===== config.mk =====
export PLATFORM = sky130hd
export DESIGN_NAME = imem_loader
export DESIGN_NICKNAME = d
export VERILOG_FILES = /design/src/rtl/imem_loader.sv
export SDC_FILE = /design/constraint.sdc
export NUM_CORES = 1
export LEC_CHECK = 0
export CAP_MARGIN = 20
export CELL_PAD_IN_SITES_DETAIL_PLACEMENT = 0
export CELL_PAD_IN_SITES_GLOBAL_PLACEMENT = 1
export CORE_UTILIZATION = 35
export CTS_CLUSTER_SIZE = 28
export DETAILED_ROUTE_END_ITERATION = 6
export PLACE_DENSITY = 0.8
export SLEW_MARGIN = 20
export SYNTH_ARGS = -nofsm -noshare
export SYNTH_HDL_FRONTEND = slang
export SYNTH_SLANG_ARGS = --single-unit
export TNS_END_PERCENT = 20

===== constraint.sdc =====
create_clock -name clk -period 4.4 [get_ports clk]
set_input_delay 0.88 -clock clk [delete_from_list [all_inputs] [get_ports clk]]
set_output_delay 0.88 -clock clk [all_outputs]
set_load 0.01 [all_outputs]

===== src/rtl/imem_loader.sv =====
// Instruction-memory loader: assembles 19-bit words from a byte stream, writes them
// from address 0 upward, and holds the core in reset until the program is in place.
module imem_loader #(
    parameter int ADDR_W = 12
) (
    input  logic              clk,
    input  logic              rst,
    input  logic              start,
    input  logic              in_valid,
    input  logic [7:0]        in_data,
    output logic              in_ready,
    output logic              mem_we,
    output logic [ADDR_W-1:0] mem_addr,
    output logic [18:0]       mem_wdata,
    output logic              core_rst,
    output logic              init,
    output logic              busy,
    output logic              done,
    output logic              err
);

    typedef enum logic [2:0] {
        IDLE   = 3'd0,
        LEN0   = 3'd1,
        LEN1   = 3'd2,
        W0     = 3'd3,
        W1     = 3'd4,
        W2     = 3'd5,
        FINISH = 3'd6,
        ABORT  = 3'd7
    } state_t;

    // Largest legal word count; the index is one bit wider so it can reach it.
    localparam logic [16:0] CAPACITY = 17'd1 << ADDR_W;

    function automatic logic [18:0] assemble_word(input logic [7:0] b2,
                                                  input logic [7:0] b1,
                                                  input logic [7:0] b0);
        return {b2[2:0], b1, b0};
    endfunction

    state_t            state_r, next_state_s;
    logic [15:0]       len_r;
    logic [7:0]        b0_r, b1_r;
    logic [ADDR_W:0]   idx_r;
    logic              in_ready_r, busy_r, init_r, mem_we_r, core_rst_r, done_r, err_r;
    logic              in_ready_s, busy_s, init_s;
    logic [ADDR_W-1:0] mem_addr_r;
    logic [18:0]       mem_wdata_r;
    logic              xfer_s, pad_ok_s;
    logic [16:0]       len_full_s, idx_inc_s;

    assign xfer_s     = in_valid && in_ready_r;
    assign pad_ok_s   = (in_data[7:3] == 5'd0);
    assign len_full_s = {1'b0, in_data, len_r[7:0]};
    assign idx_inc_s  = 17'(idx_r) + 17'd1;

    // State register.
    always_ff @(posedge clk) begin
        if (rst) begin
            state_r <= IDLE;
        end else begin
            state_r <= next_state_s;
        end
    end

    // Next-state logic; every byte state advances only on a transfer.
    always_comb begin
        next_state_s = state_r;
        case (state_r)
            IDLE: begin
                if (start) next_state_s = LEN0;
                else       next_state_s = IDLE;
            end
            LEN0: begin
                if (xfer_s) next_state_s = LEN1;
                else        next_state_s = LEN0;
            end
            LEN1: begin
                if (!xfer_s)                     next_state_s = LEN1;
                else if (len_full_s == 17'd0)    next_state_s = FINISH;
                else if (len_full_s > CAPACITY)  next_state_s = ABORT;
                else                             next_state_s = W0;
            end
            W0: begin
                if (xfer_s) next_state_s = W1;
                else        next_state_s = W0;
            end
            W1: begin
                if (xfer_s) next_state_s = W2;
                else        next_state_s = W1;
            end
            W2: begin
                if (!xfer_s)                             next_state_s = W2;
                else if (!pad_ok_s)                      next_state_s = ABORT;
                else if (idx_inc_s == {1'b0, len_r})     next_state_s = FINISH;
                else                                     next_state_s = W0;
            end
            FINISH:  next_state_s = IDLE;
            ABORT:   next_state_s = IDLE;
            default: next_state_s = IDLE;
        endcase
    end

    // Output decode from the upcoming state so the flags can be registered.
    always_comb begin
        in_ready_s = 1'b0;
        busy_s     = 1'b0;
        init_s     = 1'b0;
        case (next_state_s)
            LEN0, LEN1, W0, W1, W2: begin
                in_ready_s = 1'b1;
                busy_s     = 1'b1;
            end
            FINISH: begin
                busy_s = 1'b1;
                init_s = 1'b1;
            end
            ABORT:   busy_s = 1'b1;
            default: busy_s = 1'b0;
        endcase
    end

    // Datapath, write port and sticky status.
    always_ff @(posedge clk) begin
        if (rst) begin
            in_ready_r  <= 1'b0;
            busy_r      <= 1'b0;
            init_r      <= 1'b0;
            mem_we_r    <= 1'b0;
            mem_addr_r  <= '0;
            mem_wdata_r <= 19'd0;
            core_rst_r  <= 1'b1;
            done_r      <= 1'b0;
            err_r       <= 1'b0;
            len_r       <= 16'd0;
            b0_r        <= 8'd0;
            b1_r        <= 8'd0;
            idx_r       <= '0;
        end else begin
            in_ready_r <= in_ready_s;
            busy_r     <= busy_s;
            init_r     <= init_s;
            mem_we_r   <= 1'b0;
            case (state_r)
                IDLE: begin
                    if (start) begin
                        core_rst_r <= 1'b1;
                        done_r     <= 1'b0;
                        err_r      <= 1'b0;
                        idx_r      <= '0;
                    end
                end
                LEN0: if (xfer_s) len_r[7:0] <= in_data;
                LEN1: begin
                    if (xfer_s) begin
                        len_r[15:8] <= in_data;
                        if (next_state_s == ABORT) err_r <= 1'b1;
                    end
                end
                W0: if (xfer_s) b0_r <= in_data;
                W1: if (xfer_s) b1_r <= in_data;
                W2: begin
                    if (xfer_s && pad_ok_s) begin
                        mem_we_r    <= 1'b1;
                        mem_addr_r  <= idx_r[ADDR_W-1:0];
                        mem_wdata_r <= assemble_word(in_data, b1_r, b0_r);
                        idx_r       <= idx_r + (ADDR_W+1)'(1);
                    end else if (xfer_s) begin
                        err_r <= 1'b1;
                    end
                end
                FINISH: begin
                    core_rst_r <= 1'b0;
                    done_r     <= 1'b1;
                end
                ABORT:   core_rst_r <= 1'b1;
                default: core_rst_r <= 1'b1;
            endcase
        end
    end

    assign in_ready  = in_ready_r;
    assign busy      = busy_r;
    assign init      = init_r;
    assign mem_we    = mem_we_r;
    assign mem_addr  = mem_addr_r;
    assign mem_wdata = mem_wdata_r;
    assign core_rst  = core_rst_r;
    assign done      = done_r;
    assign err       = err_r;

endmodule

==> results by group <==
Yosys
  • Top_reg_cell synth: dfxtp_1
  • Number of synthesized register bits: 86
  • Net Count, Synth: 481
  • Synth async-reset ratio: 0%
  • Seq/Total Area, Yosys: 44.1%
  • Syn avg cell area: 8.34 um^2
  • Mapped cell area: 3900 um^2
  • Mapped Cells: 468
  • Unique masters post-synth: 51
  • Synthesis Warnings: 0
  • EDFF count, synth: 0

Clock network
  • Clk_lat worst skew: 0.36 ns
  • CTS buffer count: 9
  • Post_cts resized: 0
  • Clock transition at path regs: 0.09 ns
  • TritonCTS clock tree: built
  • Clk buf depth: 2
  • Clock Sinks: 86
  • H-tree levels: 3
  • Hold buffers post-CTS: 0
  • CTS root buffer: clkbuf_8
  • Setup Fix Bufs, Post-CTS: 0

Cells and area
  • Layout cell share with drive strength beyond 1: 6.20%
  • Commonest non-fill, non-tap cells in the layout: dfxtp_1, nand2_1, a21oi_1
  • Fin nets: 508
  • # fillers: 1106
  • Final core occ: 42.6%
  • Final std cells w/o fill: 640
  • Area Overhead vs Synth: 18.2%
  • Most common cell after layout, fill and taps aside: dfxtp_1
  • ANT cells: 0

Power and ir drop
  • Overall Power: 1380 uW
  • Sw Share: 25.7%
  • Reg power frac: 57.7%
  • P_leak: 0.00161 uW
  • Switching pwr: 354 uW
  • Clk pwr share: 36.1%
  • Power per cell area: 299 nW/um^2
  • Internal: 1030 uW
  • Max IR drop VDD: 0.137 mV
  • Combinational share of power: 6.2%

STA
  • Worst Hold Margin: 0.452 ns
  • Clock skew: 0.0129 ns
  • Rel. slew slack: 32.7%
  • Tcrit/Tclk final: 71.6%
  • Fmax: 317 MHz
  • Unrepaired setup endpoints after global routing: no
  • Final setup viols: 0
  • Final min period: 3.15 ns
  • Hold Violations, Final: 0
  • Slew Viols, Final: 0
  • Worst-Margin Slew: 1.01 ns
  • Post-route setup TNS: 0 ns

Drt
  • First-pass detailed-route iteration total: 4
  • Routed met3 length: 506 um
  • Post-detailed-route count of antenna-violating nets: 0
  • Wire per inst: 14.8 um
  • DRC Markers: 0
  • Drt total wl: 9.47 mm
  • Vias/cell: 5.24
  • Metal-1 WL: 4.55 mm
  • Routed vias: 3356
  • Initial drt markers: 184
  • Metal2 WL: 4.26 mm
  • Highest routed metal layer: met4

Min path
  • Hold WC Path Type: reg2reg

Worst setup path
  • Crit. End Element: flip-flop
  • CP required: 4.68 ns
  • Critical path arrival: 3.43 ns
  • Worst Setup Path Type: in2reg
  • CP Launch Type: input port
  • Crit-path max FO: 12

Place
  • Placed instance count: 624
  • Dpl hpwl: 6.47 mm
  • RePlAce Congestion: 0.841
  • Buffers on Ports: 49

Global routing
  • Overflow left after global routing: 0
  • Initial antenna violation count: 0
  • Vias in the first global route: 3001
  • Global-route wire length before repair: 15.5 mm
  • GRT Total Usage: 17.2%
  • Largest net degree at the start of global routing: 57

Die
  • Die Area: 11600 um^2
  • Ports: 50
  • Core ar.: 10800 um^2
  • Row Count: 38
  • Die extent in x: 108 um
  • Initial core utilization: 36.0%
  • Chip height: 108 um

Outcome
  • Outcome: completed

Flow run
  • # Max-Cap Violations: 0
registers in the layout, summed over array words and instances (netlist names), 3 cells and up:
signal     cells
b0_r           8
b1_r           8
idx_r         13
len_r         16
mem_addr      12
mem_wdata     19
state_r        3
critical path, cell delays in order:
cell and delay (ns):
clkdlybuf4s50_1 0.50, or3_1 0.45, nor4_2 0.38, nand4b_1 0.47, or3b_2 0.60, a21oi_1 0.14
routing by layer:
layer  track usage [%]  vias to the layer above
li1                  -                     1682
met1              24.5                     1594
met2              25.7                       71
met3              2.85                        9
met4              6.75                        0
met5                 0                        -
cell type report:
cell class,count,area [um^2],share of cell area (%)
inverters,4,15.0,0.325
flip-flops and latches,86,1720,37.3
clock inverters,5,35.0,0.759
well taps,140,175,3.80
repair buffers,53,528,11.4
clock buffers,11,131,2.85
multi-input cells,341,2010,43.5
stage by stage:
step | area, um^2 | worst slack (ns)
after floorplan | 3900 | 1.82
after global placement | 4450 | 0.953
after detailed placement | 4450 | 0.906
after CTS | 4610 | 1.29
after global routing | 4610 | 0.995
final | 4610 | 1.25
worst paths after layout:
kind | startpoint | slack (ns) | endpoint | cells past startpoint
worst max-delay path | in_data[5] | 1.25 | idx_r[10]$_SDFFE_PP0P_ | 6
worst min-delay path | b0_r[0]$_SDFFE_PP0P_ | 0.45 | mem_wdata[0]$_SDFFE_PP0P_ | 2
worst max register to register | idx_r[0]$_SDFFE_PP0P_ | 1.41 | in_ready$_SDFF_PP0_ | 8
worst min register to register | b0_r[0]$_SDFFE_PP0P_ | 0.45 | mem_wdata[0]$_SDFFE_PP0P_ | 2
power by group through the flow:
| stage | logic [uW] | registers, uW | clock network [uW] |
|---|---|---|---|
| floorplan | 55.5 | 809 | 0 |
| global placement | 84.9 | 814 | 0 |
| detailed placement | 85.5 | 814 | 0 |
| CTS | 85.8 | 796 | 510 |
| global route | 93.7 | 797 | 540 |
| finish | 85.7 | 796 | 498 |
cell usage after synthesis, types with 5 or more instances:
master / instances / area share (%)
a21oi_1: 54 / 6.9
a31oi_1: 6 / 0.96
and3_1: 6 / 0.96
buf_2: 5 / 0.64
clkbuf_1: 28 / 2.7
dfxtp_1: 86 / 44
mux2i_1: 32 / 8.2
nand2_1: 77 / 7.4
nand3_1: 8 / 1.0
nor2_1: 48 / 4.6
nor3_1: 8 / 1.0
o211ai_1: 6 / 1.2
o21ai_0: 16 / 2.1
or3_1: 7 / 1.1
xnor2_1: 11 / 2.5
xor2_1: 6 / 1.3
kinds of logic (layout without fill, tap and decap cells):
group,Yosys count,after routing,share of synthesized area (%)
buffers and inverters,41,73,4.49
and+or+nand+nor,189,189,23.4
DFF,86,86,44.1
AOI/OAI and AO/OA,102,102,15.6
xor gates and xnor gates,17,17,3.82
muxes,32,32,8.21
adders and majority gates,1,1,0.321
Power figures use the tool's default switching activity.
